[config.mk]
export PLATFORM = sky130hd
export DESIGN_NAME = vga_scan_ctrl
export DESIGN_NICKNAME = d
export VERILOG_FILES = /design/src/rtl/vga_scan_ctrl.sv
export SDC_FILE = /design/constraint.sdc
export NUM_CORES = 1
export LEC_CHECK = 0
export ABC_AREA = 1
export ABC_CLOCK_PERIOD_IN_PS = 1600
export BUFFER_PORTS_ARGS = -buffer_cell sky130_fd_sc_hd__buf_4
export CORE_ASPECT_RATIO = 1.4
export CORE_MARGIN = 2
export CORE_UTILIZATION = 30
export CTS_CLUSTER_DIAMETER = 80
export DETAILED_ROUTE_END_ITERATION = 10
export REMOVE_ABC_BUFFERS = 1
export SETUP_SLACK_MARGIN = 0.15
export SYNTH_ARGS = -nofsm -noshare
export SYNTH_HDL_FRONTEND = slang
export SYNTH_SLANG_ARGS = --single-unit
[constraint.sdc]
create_clock -name clk -period 1.6 [get_ports clk]
set_input_delay 0.16 -clock clk [delete_from_list [all_inputs] [get_ports clk]]
set_output_delay 0.16 -clock clk [all_outputs]
set_load 0.1 [all_outputs]
[src/rtl/vga_scan_ctrl.sv]
// 640x480@60 VGA raster generator: framebuffer read address one pixel ahead, 4:4:4 RGB, active-low syncs.
// Optional checkerboard test pattern is compiled in with `define VGA_TEST_PATTERN_EN.
module vga_scan_ctrl #(
  parameter int CLK_DIV  = 2,
  parameter int H_ACTIVE = 640,
  parameter int H_FP     = 16,
  parameter int H_SYNC   = 96,
  parameter int H_BP     = 48,
  parameter int V_ACTIVE = 480,
  parameter int V_FP     = 10,
  parameter int V_SYNC   = 2,
  parameter int V_BP     = 33
) (
  input  logic        clk,
  input  logic        rst_n,
  output logic [18:0] raddr,
  input  logic [15:0] data,
  input  logic        test_pat,
  output logic        vga_hs,
  output logic        vga_vs,
  output logic [3:0]  vga_r,
  output logic [3:0]  vga_g,
  output logic [3:0]  vga_b,
  output logic        frame_done
);

  localparam int H_TOTAL = H_ACTIVE + H_FP + H_SYNC + H_BP;
  localparam int V_TOTAL = V_ACTIVE + V_FP + V_SYNC + V_BP;

  localparam logic [3:0]  DIV_LAST  = 4'(CLK_DIV - 1);
  localparam logic [9:0]  H_LAST    = 10'(H_TOTAL - 1);
  localparam logic [9:0]  V_LAST    = 10'(V_TOTAL - 1);
  localparam logic [9:0]  H_ACT     = 10'(H_ACTIVE);
  localparam logic [9:0]  V_ACT     = 10'(V_ACTIVE);
  localparam logic [9:0]  V_ACT_END = 10'(V_ACTIVE - 1);
  localparam logic [9:0]  HS_START  = 10'(H_ACTIVE + H_FP);
  localparam logic [9:0]  HS_END    = 10'(H_ACTIVE + H_FP + H_SYNC);
  localparam logic [9:0]  VS_START  = 10'(V_ACTIVE + V_FP);
  localparam logic [9:0]  VS_END    = 10'(V_ACTIVE + V_FP + V_SYNC);
  localparam logic [18:0] ADDR_MAX  = 19'(H_ACTIVE * V_ACTIVE - 1);

  logic [3:0]  div_q, div_d;
  logic [9:0]  h_q, h_d, v_q, v_d;
  logic [18:0] raddr_q, raddr_d;
  logic        hs_q, hs_d, vs_q, vs_d, fd_q, fd_d;
  logic [3:0]  r_q, r_d, g_q, g_d;
  logic        pix_tick, active0, hs0, vs0, h_wrap, v_wrap;
  logic        unused_ok;

  assign unused_ok = ^{test_pat, data[11:8], data[3:0]};

  always_comb begin
    pix_tick = (div_q == DIV_LAST);
    active0  = (h_q < H_ACT) && (v_q < V_ACT);
    hs0      = !((h_q >= HS_START) && (h_q < HS_END));
    vs0      = !((v_q >= VS_START) && (v_q < VS_END));
    h_wrap   = (h_q == H_LAST);
    v_wrap   = (v_q == V_LAST);

    div_d   = pix_tick ? 4'd0 : div_q + 4'd1;
    h_d     = h_q;
    v_d     = v_q;
    raddr_d = raddr_q;
    hs_d    = hs_q;
    vs_d    = vs_q;
    r_d     = r_q;
    g_d     = g_q;
    fd_d    = 1'b0;

    if (pix_tick) begin
      h_d = h_wrap ? 10'd0 : h_q + 10'd1;
      if (h_wrap) v_d = v_wrap ? 10'd0 : v_q + 10'd1;
      // Saturate at the last active pixel so blanking never shows an out-of-frame address.
      if (h_wrap && v_wrap)                     raddr_d = 19'd0;
      else if (active0 && raddr_q != ADDR_MAX)  raddr_d = raddr_q + 19'd1;
      hs_d = hs0;
      vs_d = vs0;
      r_d  = 4'h0;
      g_d  = 4'h0;
      if (active0) begin
`ifdef VGA_TEST_PATTERN_EN
        if (test_pat) begin
          r_d = (h_q[3] ^ v_q[3]) ? 4'hF : 4'h0;
          g_d = (h_q[3] ^ v_q[3]) ? 4'hB : 4'h0;
        end else begin
          r_d = data[15:12];
          g_d = data[7:4];
        end
`else
        r_d = data[15:12];
        g_d = data[7:4];
`endif
      end
      fd_d = h_wrap && (v_q == V_ACT_END);
    end
  end

  always_ff @(posedge clk or negedge rst_n) begin
    if (!rst_n) begin
      div_q   <= '0;
      h_q     <= '0;
      v_q     <= '0;
      raddr_q <= '0;
      hs_q    <= 1'b1;
      vs_q    <= 1'b1;
      r_q     <= '0;
      g_q     <= '0;
      fd_q    <= 1'b0;
    end else begin
      div_q   <= div_d;
      h_q     <= h_d;
      v_q     <= v_d;
      raddr_q <= raddr_d;
      hs_q    <= hs_d;
      vs_q    <= vs_d;
      r_q     <= r_d;
      g_q     <= g_d;
      fd_q    <= fd_d;
    end
  end

  assign raddr      = raddr_q;
  assign vga_hs     = hs_q;
  assign vga_vs     = vs_q;
  assign vga_r      = r_q;
  assign vga_g      = g_q;
  assign vga_b      = 4'h0;
  assign frame_done = fd_q;

endmodule

==> results of run 1 <==
## worst max-delay path by stage
stage,from,slack [ps],depth (start not counted),to
final,h_q[1]$_DFFE_PN0N_,40,10,raddr[14]$_DFFE_PN0P_
after detailed placement,raddr[1]$_DFFE_PN0P_,-10,10,raddr[12]$_DFFE_PN0P_
after global placement,raddr[0]$_DFFE_PN0P_,40,10,raddr[12]$_DFFE_PN0P_
after floorplan,raddr[1]$_DFFE_PN0P_,-730,10,raddr[6]$_DFFE_PN0P_
after global routing,v_q[1]$_DFFE_PN0P_,-30,11,raddr[8]$_DFFE_PN0P_
after CTS,raddr[1]$_DFFE_PN0P_,40,10,raddr[2]$_DFFE_PN0P_
## sequential cells by signal, summed over array words and instances (netlist names)
register	cells
div_q	4
frame_done	1
h_q	10
raddr	19
v_q	10
vga_g	4
vga_hs	1
vga_r	4
vga_vs	1
## worst max-delay path, stage by stage, from the launching register on
cell and delay [ps]:
dfrtp_1 390, ha_4 170, nand2_4 70, inv_4 80, nand3_4 80, nor2_4 120
nand3_4 200, buf_12 220, nand2_8 60, nand2_1 60, nand2_1 50
## cells in the mapped netlist
cell type and instances:
buf_4 5, xor2_1 8, a21oi_1 1, or2_2 3, a211oi_1 1, dfstp_2 2, nand2_4 2, nor2_4 3
nand3_4 1, conb_1 1, o21ai_0 19, o21bai_1 2, inv_4 1, a31oi_1 1, nand4_2 1, a22o_1 8
clkbuf_1 2, ha_1 5, buf_2 5, nor3_4 1, o31ai_1 1, nor3_1 7, nand4_1 14, nor2_1 46
nand2_2 4, inv_1 48, nand3_1 56, nor4_1 1, dfrtp_1 52, nor2_2 2, buf_6 3, nand2_1 100
xnor2_1 4
## cell type report
class,instances,area (um2)
clock buffers,5,125
clock inverters,2,38.8
fillers,974,5520
inverters,49,210
multi-input cells,295,1860
flip-flops and latches,54,1360
well taps,138,173
repair buffers,115,1010
## timing repair
| item | CTS | global route |
|---|---|---|
| hold buffers | 1 | 0 |
| buffers inserted | 17 | 10 |
| cloned | 3 | 1 |
| resized for setup | 65 | 51 |
| setup endpoints to repair | 36 | 48 |
| pin swaps | 29 | 41 |
| hold endpoints to repair | 52 | 0 |
## per-layer routing
layer | global-route usage, % | wire (um)
met5 | 0 | 0
met4 | 7.33 | 218
met3 | 2.71 | 287
met1 | 17.5 | 3610
met2 | 27.7 | 4760
## layout by cell type (no fill, tap or decap), types with 6 or more instances in the layout
cell and count:
nand2_4 6, o21ai_0 10, nand2_2 10, xor2_1 8, a22o_1 8, nand3_2 22
inv_2 6, nand3_1 31, nor2_4 8, dfrtp_1 51, nor2_1 39, inv_1 39
nand2_1 88, buf_4 98, clkbuf_16 6, buf_6 8, o21ai_1 8, nand4_1 14
## where the power goes
part / switching (mW) / internal, mW / total, mW / leakage [nW]
clock: 0.516 / 0.734 / 1.25 / 0.0799
combinational: 0.155 / 0.0355 / 0.191 / 1.52
sequential: 0.00542 / 1.37 / 1.38 / 0.705
total: 0.677 / 2.14 / 2.82 / 2.31
## metrics by stage
| step | setup WS [ps] | instance area (um2) |
|---|---|---|
| after floorplan | -731 | 3050 |
| after global placement | 42.6 | 3870 |
| after detailed placement | -13.6 | 3870 |
| after CTS | 39.7 | 4490 |
| after global routing | -33.5 | 4780 |
| final | 42.3 | 4780 |
## logic make-up after synthesis
family	count (synthesis)	share of synthesized area, %
AO/OA/AOI/OAI	33	6.58
XOR/XNOR	12	3.35
adder cells (fa/ha/maj)	5	1.99
buffers and inverters	64	9.25
flip-flops	54	43.1
other	1	0.120
AND/OR/NAND/NOR	241	35.6
==> results.cfg, run 1 <==
[outcome]
status = finished, final reports clean

[die]
die_w_um = 90.4
die-area_um2 = 11300
die_h_um = 125
coreArea_um2 = 10300
fp-row-count = 44
pin_count = 53
floorplan.initialDensity_pct = 30.5

[global_routing]
grt_pass1_wl_um = 14200
grt_use_total_pct = 15.4
grt_antenna_before_repair = 0
grt_pass1_vias = 3116
overflow = 0
grt_max_degree = 55

[logic_synthesis]
ys_seq_elements = 54
synth_cell_type_count = 33
yosysWarningCount = 0
synth_area_leader_cell = dfrtp_1
synth_area_um2 = 3140
synthTopCellsByArea = dfrtp_1, nand2_1, nand3_1
synth_top_area_share_pct = 41.5
synth_seq_area_share_pct = 43.1
netlist_instances = 410
avgSynthCellArea_um2 = 7.65

[worst_setup_path]
cp-start-kind = flop
regToRegSetupSlack_ps = 40
cp.required_ps = 1840
path_max_fanout = 5
setup.worst_path.end_class = flop
setup.worst_path.class = flop to flop
rr_endpoint = raddr[14]$_DFFE_PN0P_
regToRegStartpoint = h_q[1]$_DFFE_PN0N_
r2r_cells = 10
critical_path_arrival_ps = 1790

[power_and_ir_drop]
ir_worst_vdd_v = 0.000357
power_mw = 2.82
power.density_nw_per_um2 = 591
power_leakage_nw = 2.31

[route]
drt-total-wl_um = 8880
drc = 0
detail_route.wl_per_cell_um = 13.5
drtPass1Iterations = 4
ant_nets = 0
drtIter0Drc = 184
viasPerCell = 4.80
vias = 3157

[timing]
fmax_ghz = 0.642
max-slew-margin-rel_pct = 51.6
finalSetupViolations = 0
final_max_slew_viol_count = 0
rsz0062_at_grt = yes
fin_crit_sh_pct = 97.4
hold_viol = 0
finalClockSkew_ps = 11.2
post-route-min-period_ps = 1560
timing.hold.ws_ps = 84.4
tns_ps = 0
worst-slew-pin-transition_ps = 726

[layout]
fin_util_pct = 46.4
syn_to_final_growth_pct = 52.2
fin_nets = 544
fin_cells = 658
num_antenna_cells = 0
drive_above_1_share_pct = 39.2

[clocking]
cts_tree = built
cts_buffer_depth = 2
ctsHtreeMaxLevel = 2
clkLatencyLatePin_ps = 300
cts_sinks = 54
clk_pin_slew_ps = 70
cts_root_buf = clkbuf_16
numCtsBuffers = 5

[placement]
hpwl_um = 5610
io_buffers = 39
dp_cells = 619
gp_congestion = 0.845

[hold_path]
min_path_type = input pin to flop
hold_start = data[12]
min_path_cells = 2
holdPathEnd = vga_r[0]$_DFFE_PN0N_

[run]
drv_cap = 0
No activity file was read; power rests on OpenSTA's default activity.
==> inputs of run 2 (changes only) <==
--- a/config.mk
+++ b/config.mk
@@ -6,7 +6,7 @@
 export NUM_CORES = 1
 export LEC_CHECK = 0
 export ABC_AREA = 1
-export ABC_CLOCK_PERIOD_IN_PS = 1600
+export ABC_CLOCK_PERIOD_IN_PS = 1300
 export BUFFER_PORTS_ARGS = -buffer_cell sky130_fd_sc_hd__buf_4
 export CORE_ASPECT_RATIO = 1.4
 export CORE_MARGIN = 2
@@ -15,6 +15,7 @@
 export DETAILED_ROUTE_END_ITERATION = 10
 export REMOVE_ABC_BUFFERS = 1
 export SETUP_SLACK_MARGIN = 0.15
+export SKIP_LAST_GASP = 1
 export SYNTH_ARGS = -nofsm -noshare
 export SYNTH_HDL_FRONTEND = slang
 export SYNTH_SLANG_ARGS = --single-unit
==> constraint.sdc (replaced) <==
create_clock -name clk -period 1.3 [get_ports clk]
set_input_delay 0.13 -clock clk [delete_from_list [all_inputs] [get_ports clk]]
set_output_delay 0.13 -clock clk [all_outputs]
set_load 0.1 [all_outputs]
==> run 2 against run 1 <==
  * The run now ends with setup timing left
  * Maximum frequency decreased by 1.3%
  * Die area did not move
  * Sequential cell count stayed put
  * Largest power group unchanged
  * Critical endpoint is now raddr[11]$_DFFE_PN0P_
  * Register-to-register slack got worse by 320 ps
  * Highest routed layer unchanged
  * Critical path depth unchanged
==> results.cfg, run 2 (same netlist as run 1, synthesis figures left out) <==
[worst_setup_path]
path_max_fanout = 5
setup.worst_path.end_class = flop
slowest_delay_ps = 380
cp.required_ps = 1490
timing.critical_path.mode_cell = inv_2
setup.worst_path.class = flop to flop
cp.depth = 10
critical_path_arrival_ps = 1770
cp_cell_sequence = inv_2 -> ha_2 -> nand2_2 -> inv_2 -> nand3_2 -> nor2_4 -> nand3_4 -> clkbuf_16 -> nand3_1 -> nand2_1
rr_endpoint = raddr[11]$_DFFE_PN0P_
regToRegStartpoint = v_q[0]$_DFFE_PN0P_
regToRegSetupSlack_ps = -280
r2r_cells = 10
critPathTopFamily = simple AND/OR/NAND/NOR gates
crit_slowest_cell = dfrtp_1
path_buf_inv = 3
cp-start-kind = flop
endpoint = raddr[11]$_DFFE_PN0P_
crit_path_start = v_q[0]$_DFFE_PN0P_

[timing]
finalClockSkew_ps = 12.2
fin_crit_sh_pct = 121
final.setup.worst_slack_ps = -277
hold_viol = 0
fmax_ghz = 0.634
rsz0062_at_grt = yes
finalSetupViolations = 48
final_max_slew_viol_count = 0
tns_ps = -9150
timing.hold.ws_ps = 48.7
post-route-min-period_ps = 1580

[global_routing]
grt_max_degree = 30
gr-usage-met2_pct = 32.0
use_met1_pct = 18.0
grt_use_total_pct = 16.8
grt_pass1_vias = 3450
grt_antenna_before_repair = 0
overflow = 0
grt_pass1_wl_um = 15400
busiest_layer = met2
grt_use_met3_pct = 2.71

[layout]
fin_nets = 598
final_common_cell = buf_4
layout_common_cells = buf_4, nand2_1, dfrtp_1
largest_reg_flops = 19
num_antenna_cells = 0
fill_cells = 908
register_area_um2 = 1350
syn_to_final_growth_pct = 75.0
drive_above_1_share_pct = 43.8
multi_input_area_um2 = 1830

[die]
die_w_um = 90.4
coreArea_um2 = 10300
fp-row-count = 44
floorplan.initialDensity_pct = 30.5
die_h_um = 125
die-area_um2 = 11300
pin_count = 53

[placement]
gp_congestion = 0.861
hpwl_um = 6350
io_buffers = 39

[clocking]
cts_tree = built
clk_pin_slew_ps = 70
cts_sinks = 54
clkLatencyLatePin_ps = 310
cts_root_buf = clkbuf_16
ctsHtreeMaxLevel = 2
cts_buffer_depth = 2
numCtsBuffers = 5

[power_and_ir_drop]
power.density_nw_per_um2 = 614
ir_worst_vdd_v = 0.000483
power_leakage_nw = 2.68

[route]
drc = 0
vias = 3394
detail_route.wl_per_cell_um = 13.9
drtIter0Drc = 151
viasPerCell = 4.76
drt-total-wl_um = 9910
drtPass1Iterations = 4
ant_nets = 0

[outcome]
violations = setup timing
status = complete, but fails checks

[hold_path]
min_path_type = input pin to flop

[run]
drv_cap = 0
-- run 2: final cells by class --
cell class / count / area share, %
clock buffers: 6 / 2.53
multi-input cells: 295 / 33.2
well taps: 138 / 3.14
flip-flops and latches: 54 / 24.7
repair buffers: 169 / 32.4
clock inverters: 2 / 0.319
inverters: 49 / 3.71
-- run 2: power breakdown --
| part | total [mW] | switching, mW | internal (mW) |
|---|---|---|---|
| combinational | 0.243 | 0.193 | 0.0501 |
| clock | 1.43 | 0.654 | 0.775 |
| sequential | 1.70 | 0.00685 | 1.69 |
-- run 2: worst min-delay path by stage --
stage	cells past startpoint	slack, ps	endpoint	from
after CTS	2	40	vga_r[2]$_DFFE_PN0N_	data[14]
after global placement	1	80	v_q[5]$_DFFE_PN0P_	rst_n
after floorplan	0	-170	div_q[0]$_DFF_PN0_	rst_n
after global routing	2	50	vga_r[2]$_DFFE_PN0N_	data[14]
final	2	50	vga_g[1]$_DFFE_PN0N_	data[5]
after detailed placement	1	80	h_q[5]$_DFFE_PN0N_	rst_n
-- run 2: what timing repair did --
item                                    in CTS  in global routing
setup buffers                               13                 17
resized for setup                          121                 73
hold endpoints to repair                    23                  0
hold buffers                                 1                  0
endpoints found under the setup margin      71                 69
cloned                                       1                  5
pin swaps                                    7                 28
-- run 2: stage by stage --
step                      cell area, um2  util (%)  setup slack (ps)  power, mW  cells
after global placement              4230      41.1              -240       1.97    668
final                               5490      53.3              -277       3.37    713
after detailed placement            4230      41.1              -290       1.98    668
after floorplan                     3050         -             -1030       1.89    398
after CTS                           5030      48.8              -252       3.42    691
after global routing                5490      53.3              -360       3.47    713
-- run 2: metal layers --
metal	part of all wire, %	vias to the layer above
li1	-	1649
met1	38	1643
met2	56	76
met3	2.9	26
met4	3.0	0
met5	0	-
